$ cat src/rtl/adder_ternary_accum_seq.sv
// Packet reducer: folds two operands per beat into a running sum through one
// ternary adder, then holds the total until the consumer takes it.
module adder_ternary_accum_seq #(
    parameter int WIDTH     = 8,
    parameter int CNT_WIDTH = 16
) (
    input  logic                 clk,
    input  logic                 rst,
    input  logic                 in_valid,
    output logic                 in_ready,
    input  logic [WIDTH-1:0]     in0,
    input  logic [WIDTH-1:0]     in1,
    input  logic [1:0]           in_keep,
    input  logic                 in_last,
    output logic                 out_valid,
    input  logic                 out_ready,
    output logic [WIDTH-1:0]     out_sum,
    output logic [CNT_WIDTH-1:0] out_count,
    output logic                 out_ovf
);

    typedef enum logic {
        ACC  = 1'b0,
        HOLD = 1'b1
    } state_t;

    state_t               state_q, state_d;
    logic [WIDTH-1:0]     acc_q, acc_d;
    logic                 first_q, first_d;
    logic [CNT_WIDTH-1:0] cnt_q, cnt_d;
    logic                 ovf_q, ovf_d;
    logic [WIDTH-1:0]     sum_q, sum_d;
    logic [CNT_WIDTH-1:0] count_q, count_d;
    logic                 oovf_q, oovf_d;

    logic [WIDTH-1:0]     op_a;
    logic [WIDTH-1:0]     op_b;
    logic [WIDTH-1:0]     base;
    logic [WIDTH+1:0]     wide;
    logic                 beat_ovf;
    logic                 ovf_new;
    logic [1:0]           pop;
    logic [CNT_WIDTH-1:0] cnt_base;
    logic [CNT_WIDTH:0]   cnt_wide;
    logic [CNT_WIDTH-1:0] cnt_new;

    // Datapath: first beat of a packet starts from zero instead of acc_q
    always_comb begin
        op_a     = in_keep[0] ? in0 : '0;
        op_b     = in_keep[1] ? in1 : '0;
        base     = first_q ? '0 : acc_q;
        wide     = {2'b00, base} + {2'b00, op_a} + {2'b00, op_b};
        beat_ovf = |wide[WIDTH+1:WIDTH];
        ovf_new  = (first_q ? 1'b0 : ovf_q) | beat_ovf;
        pop      = {1'b0, in_keep[0]} + {1'b0, in_keep[1]};
        cnt_base = first_q ? '0 : cnt_q;
        cnt_wide = {1'b0, cnt_base} + {{(CNT_WIDTH-1){1'b0}}, pop};
        cnt_new  = cnt_wide[CNT_WIDTH] ? '1 : cnt_wide[CNT_WIDTH-1:0];
    end

    always_comb begin
        state_d   = state_q;
        acc_d     = acc_q;
        first_d   = first_q;
        cnt_d     = cnt_q;
        ovf_d     = ovf_q;
        sum_d     = sum_q;
        count_d   = count_q;
        oovf_d    = oovf_q;
        in_ready  = 1'b0;
        out_valid = 1'b0;
        unique case (state_q)
            ACC: begin
                in_ready = 1'b1;
                if (in_valid) begin
                    acc_d   = wide[WIDTH-1:0];
                    ovf_d   = ovf_new;
                    cnt_d   = cnt_new;
                    first_d = 1'b0;
                    if (in_last) begin
                        sum_d   = wide[WIDTH-1:0];
                        count_d = cnt_new;
                        oovf_d  = ovf_new;
                        first_d = 1'b1;
                        state_d = HOLD;
                    end
                end
            end
            HOLD: begin
                out_valid = 1'b1;
                if (out_ready) begin
                    state_d = ACC;
                end
            end
            default: state_d = ACC;
        endcase
    end

    always_ff @(posedge clk) begin
        if (rst) begin
            state_q <= ACC;
            acc_q   <= '0;
            first_q <= 1'b1;
            cnt_q   <= '0;
            ovf_q   <= 1'b0;
            sum_q   <= '0;
            count_q <= '0;
            oovf_q  <= 1'b0;
        end else begin
            state_q <= state_d;
            acc_q   <= acc_d;
            first_q <= first_d;
            cnt_q   <= cnt_d;
            ovf_q   <= ovf_d;
            sum_q   <= sum_d;
            count_q <= count_d;
            oovf_q  <= oovf_d;
        end
    end

    assign out_sum   = sum_q;
    assign out_count = count_q;
    assign out_ovf   = oovf_q;

endmodule

$ cat config.mk
export PLATFORM = sky130hd
export DESIGN_NAME = adder_ternary_accum_seq
export DESIGN_NICKNAME = d
export VERILOG_FILES = /design/src/rtl/adder_ternary_accum_seq.sv
export SDC_FILE = /design/constraint.sdc
export NUM_CORES = 1
export LEC_CHECK = 0
export CAP_MARGIN = 10
export CORE_MARGIN = 4
export CORE_UTILIZATION = 46
export DETAILED_ROUTE_END_ITERATION = 8
export PLACE_DENSITY = 0.7
export SYNTH_ARGS = -nofsm -noshare
export SYNTH_HDL_FRONTEND = slang
export SYNTH_SLANG_ARGS = --single-unit
$ cat constraint.sdc
create_clock -name clk -period 4.2 [get_ports clk]
set_input_delay 1.05 -clock clk [delete_from_list [all_inputs] [get_ports clk]]
set_output_delay 1.05 -clock clk [all_outputs]
set_load 0.05 [all_outputs]
Word level (Yosys, flattened, before mapping)

Cells that the tools add are included.

Input bits: 23
Output and inout port bits: 27
Logic and storage cells: 29
Bits in registers: 52

Add/sub/neg operators: 4
Mux-type cells: 12
Reductions and logical operators: 3
Bitwise operators: 2

Operator list:

| kind                            | number |
|---|---|
| 2-to-1 mux 16 bit               | 2 |
| 2-to-1 mux 8 bit                | 3 |
| adder 16 x 2 -> 17 bit          | 1 |
| adder 9 x 8 -> 10 bit           | 1 |
| adder 8 x 8 -> 9 bit            | 1 |
| 2-to-1 mux 1 bit                | 6 |
| AND reduction 3 bit             | 1 |
| adder 1 x 1 -> 2 bit            | 1 |
| case mux 1 bit (2 select lines) | 1 |
| AND reduction 2 bit             | 1 |
| OR reduction 2 bit              | 1 |
| NOT 1 bit                       | 1 |
| bitwise OR 1 bit                | 1 |

Depth between registers and ports, before layout

Depth in word-level cells: 5
Gate-level depth with buffers: 14
Mapped depth without buffers: 12

Worst setup path before layout

Ideal clock, no wire load.

Kind: input to register
Start: input in_keep[0]
End: register sum_q[6], in the netlist out_sum[6]
Setup time: 0.063 ns
Data required time: 4.137 ns
Arrival: 3.318 ns
Buffers on the path: 1
Stages: 10
Path slack: 0.819 ns
Path through: clkbuf_1 -> nand2_1 -> fa_1 -> inv_1 -> ha_1 -> a211oi_1 -> nor2_1 -> o21a_1 -> or4_1 -> nand3_1

Word-level cells in the longest chain between the ends: 3

RTL lines:

| what                  | RTL line | source |
|---|---|---|
| start, declared       | 13       | `input logic [1:0] in_keep,` |
| 2-to-1 mux 8 bit      | 49       | `op_a = in_keep[0] ? in0 : '0;` |
| adder 8 x 8 -> 9 bit  | 52       | `wide = {2'b00, base} + {2'b00, op_a} + {2'b00, op_b};` |
| adder 9 x 8 -> 10 bit | 52       |  |
| end signal, assigned  | 115      | `sum_q <= sum_d;` |
| end, declared         | 32       | `logic [WIDTH-1:0] sum_q, sum_d;` |

Every way passes these cells.
A chain may end at the register's enable or synchronous reset.

Final worst setup path

Start: input in_keep[0]
End: register acc_q[7]

Word-level cells in the longest chain between the ends: 3

RTL lines:

| what                  | RTL line | source |
|---|---|---|
| 2-to-1 mux 8 bit      | 49       |  |
| adder 8 x 8 -> 9 bit  | 52       |  |
| adder 9 x 8 -> 10 bit | 52       |  |
| end signal, assigned  | 102      | `acc_q <= '0;` |
| end signal, assigned  | 111      | `acc_q <= acc_d;` |
| end, declared         | 28       | `logic [WIDTH-1:0] acc_q, acc_d;` |

Every way passes these cells.

==> results_tabular.tex <==
\begin{tabular}{lr}
\hline
Metric & Value \\
\hline
\multicolumn{2}{l}{\textbf{Placed design}} \\
\quad Cell total after placement & between 500 and 600 \\
\quad Number of port buffers & 49 \\
\quad Worst slack, placed & just under 0.2 ns \\
\quad Area post-placement & around 3700 um2 \\
\quad Weighted congestion at the end of routability-driven global placement & 0.871 \\
\quad Placed wire-length estimate & 5.48 mm \\
\multicolumn{2}{l}{\textbf{Clock tree}} \\
\quad CTS tree & yes \\
\quad Number of setup buffers added after CTS & 0 \\
\quad Hold-fix buffer count after cts & 0 \\
\quad Number of buffers created by CTS & 5 \\
\quad Post\_cts resized & 0 \\
\quad Longest Clk Path Bufs & 2 \\
\quad H-Tree Level Count & 2 \\
\quad Clock-pin slew of the registers on the worst-case setup and hold paths & 0.09 ns \\
\quad Buffer cell driving the clock tree root & sky130\_fd\_sc\_hd\_\_clkbuf\_8 \\
\quad Worst-skew pair later-pin latency & 0.31 ns \\
\quad \# clock sinks & 52 \\
\multicolumn{2}{l}{\textbf{Timing}} \\
\quad Setup repair after global routing missed its margin & false \\
\quad Achievable frequency & 272 MHz \\
\quad Fraction of the cycle the final worst path needs & just under 90\% \\
\quad Hold Slack & 0.459 ns \\
\quad \# setup viols final & 0 \\
\quad Number of failing hold endpoints at the final stage & 0 \\
\quad Sum of negative setup slack & 0 ns \\
\quad Min Tclk post-route & between 3 and 4 ns \\
\quad Max transition margin & 31.6\% \\
\quad Transition at the pin with the smallest max-transition slack & just over 1 ns \\
\quad Worst Setup Slack, final & approximately 0.53 ns \\
\quad Final-report max-slew violation count & 0 \\
\quad Largest clock skew in the final design & 0.00581 ns \\
\multicolumn{2}{l}{\textbf{Floorplanning}} \\
\quad Full die area & 8200 um2 \\
\quad Die boundary height & 90.5 um \\
\quad Floorplan die width & 90.5 um \\
\quad Total I/O pin count & 50 \\
\quad Floorplan Core Area & 6490 um2 \\
\quad Starting density of the core & approximately 48\% \\
\quad Standard-cell rows & 29 \\
\multicolumn{2}{l}{\textbf{Power}} \\
\quad Leakage Power & 1.46 nW \\
\quad Proportion of power drawn by the clock network & 25.8\% \\
\quad Post-layout total power & about 1.1 mW \\
\quad Relative contribution of sequential cells to total power & 49.0\% \\
\quad Internal power & approximately 0.73 mW \\
\quad Combinational cell fraction of total power & between 20\% and 30\% \\
\quad Power density over the cells & 287 nW/um2 \\
\quad Switching Fraction & about a third \\
\quad Peak supply drop & around 150 uV \\
\quad Power dissipated by switching net loads & 0.349 mW \\
\multicolumn{2}{l}{\textbf{Route}} \\
\quad WL/cell & 15.1 um \\
\quad Count of antenna-violating nets left after detailed routing & 0 \\
\quad Routed wire length & 7.84 mm \\
\quad Detailed Route Iter0 Violations & 151 \\
\quad Vias after detailed routing & 2,937 \\
\quad Pre-Repair DR Iteration Count & 4 \\
\quad Drc violations & 0 \\
\quad Vias per cell & 5.65 \\
\multicolumn{2}{l}{\textbf{Yosys}} \\
\quad Share of the yosys chip area belonging to registers & 33.2\% \\
\quad Yosys Warn Count & 0 \\
\quad Area share of the largest cell type after synthesis & approximately a third \\
\quad Synth area leaders & sky130\_fd\_sc\_hd\_\_dfxtp\_1 (33\%), sky130\_fd\_sc\_hd\_\_nand2\_1 (8.7\%), sky130\_fd\_sc\_hd\_\_fa\_1 (6.4\%) \\
\quad Async set-reset flop share out of synthesis & 0\% \\
\quad Mapped Nets & 444 \\
\quad Flops \& latches, synth & 52 \\
\quad Cell type with the largest total area after synthesis & sky130\_fd\_sc\_hd\_\_dfxtp\_1 \\
\quad Number of distinct library cells after synthesis & 54 \\
\quad Post-synthesis instance area & 3130 um2 \\
\quad Count of mapped cells out of synthesis & 403 \\
\quad Avg Inst Size Synth & 7.77 um2 \\
\quad Primary FF master, synth & sky130\_fd\_sc\_hd\_\_dfxtp\_1 \\
\quad Number of enable-type register cells in the synthesized netlist & 0 \\
\multicolumn{2}{l}{\textbf{Worst setup path}} \\
\quad Max Fanout on Critical Path & 9 \\
\quad Slowest stage cell, crit path & sky130\_fd\_sc\_hd\_\_clkdlybuf4s50\_1 \\
\quad Nature of the critical path endpoint & flip-flop \\
\quad Arrival @ worst endpoint & 3.88 ns \\
\quad Startpoint-to-endpoint class of the critical path & in2reg \\
\quad Required time at the endpoint of the critical path & 4.42 ns \\
\quad CP peak stage delay & 0.65 ns \\
\quad Element type at the critical path start & input port \\
\quad Crit-path cells & clkdlybuf4s50\_1, nand2\_1, fa\_1, inv\_1, ha\_1, inv\_1, fa\_1, nor2b\_1, o31ai\_1, a21oi\_1, xnor2\_1, a211oi\_1 \\
\quad Flop2flop setup slack & 1.37 ns \\
\multicolumn{2}{l}{\textbf{Cells and area}} \\
\quad Area of all placed cells without fillers & $\sim$3800 um2 \\
\quad Fill count & 590 \\
\quad NumNets Final & between 400 and 500 \\
\quad Finished Core Util & 57.9\% \\
\quad Ant. Diodes & 0 \\
\quad Fraction of final layout cells with drive strength greater than 1 & 7.22\% \\
\quad Area growth from synthesis to layout & 20.1\% \\
\quad Finished Layout Cells & 520 \\
\multicolumn{2}{l}{\textbf{Status}} \\
\quad Outcome & completed \\
\multicolumn{2}{l}{\textbf{Global route}} \\
\quad Vias in the first global route & roughly 2,800 \\
\quad Number of antenna violations at the first check in global routing & 0 \\
\quad Grt ovf & 0 \\
\quad Wire length of the first global-routing pass & 13.3 mm \\
\quad Maximum number of pins on one net before global-route repair & 55 \\
\quad Total routing resource utilization after global routing & 19.5\% \\
\multicolumn{2}{l}{\textbf{Hold path}} \\
\quad Kind of path behind the tightest hold check & reg2reg \\
\multicolumn{2}{l}{\textbf{Flow run}} \\
\quad Reported max-cap violation count & 0 \\
\hline
\end{tabular}
## sequential cells by signal (all words and copies together) (netlist names)
name       count
ovf_q          1
out_ovf        1
first_q        1
cnt_q         16
out_sum        8
acc_q          8
state_q        1
out_count     16
## routing by layer
metal / GRT usage, % / up-vias / part of all wire (%)
li1: - / 1481 / -
met1: 26.3 / 1355 / 46
met2: 31.8 / 93 / 47
met3: 2.92 / 8 / 6.4
met4: 6.76 / 0 / 1.1
met5: 0 / - / 0
## cell usage in the layout, fill, tap and decap left out, drive strengths merged, types with 5 or more instances in the layout
cell type	count
xnor2	7
a211oi	17
buf	11
fa	10
nand3	9
nor4	5
nor3	20
ha	8
inv	21
a31oi	9
a21oi	27
nor2b	8
nor2	42
clkbuf	5
and3	5
nand2	73
dfxtp	52
clkdlybuf4s50	48
o21ai	16
## final timing paths
check | from | endpoint | depth (start not counted)
max | in_keep[0] | acc_q[7] | 12
min | out_sum[1] | out_sum[1] | 2
max reg2reg | first_q | out_sum[6] | 11
min reg2reg | out_sum[1] | out_sum[1] | 2
## worst max-delay path: cells and delay by family
kind | cells | cell delay [ns]
compound gates | 3 | 0.70
buf+inv | 3 | 0.77
fa+ha+maj | 3 | 0.97
xor+xnor | 1 | 0.17
simple gates | 2 | 0.20
## area by class of cell
class,instances,area (um2),area share [%]
Tap cell,77,96.3,2.56
Timing Repair Buffer,59,561,14.9
Clock buffer,5,68.8,1.83
Inverter,21,78.8,2.09
Clock inverter,2,12.5,0.332
Multi-Input combinational cell,304,1910,50.6
Sequential cell,52,1040,27.7
## cell usage after synthesis (all sizes together), types with 2 or more instances
library cell,count
nand2,73
dfxtp,52
nor2,42
a21oi,27
inv,21
nor3,20
a211oi,17
clkbuf,16
o21ai,16
buf,10
fa,10
a31oi,9
nand3,9
ha,8
nor2b,8
xnor2,7
and3,5
nor4,5
and2,4
nand4,4
a2111oi,3
nand2b,3
o21a,3
a311o,2
and3b,2
mux2i,2
nand4b,2
o22ai,2
o32ai,2
or2,2
or4,2
xor2,2
## power by group through the flow
| stage | Clock, mW | Combinational (mW) | Sequential, mW |
|---|---|---|---|
| 2_1_floorplan | 0 | 0.136 | 0.589 |
| 3_3_place_gp | 0 | 0.268 | 0.541 |
| 3_5_place_dp | 0 | 0.272 | 0.542 |
| 4_1_cts | 0.288 | 0.274 | 0.531 |
| 5_1_grt | 0.309 | 0.298 | 0.534 |
| 6_report | 0.279 | 0.272 | 0.530 |
## logic make-up after synthesis
| group | synth area share [%] |
|---|---|
| muxes | 0.639 |
| buffers and inverters | 6.03 |
| and+or+nand+nor | 28.3 |
| AOI/OAI and AO/OA | 19.7 |
| DFF | 33.2 |
| adders and majority gates | 9.58 |
| xor gates and xnor gates | 2.52 |
(Power assumes the default switching activity.)
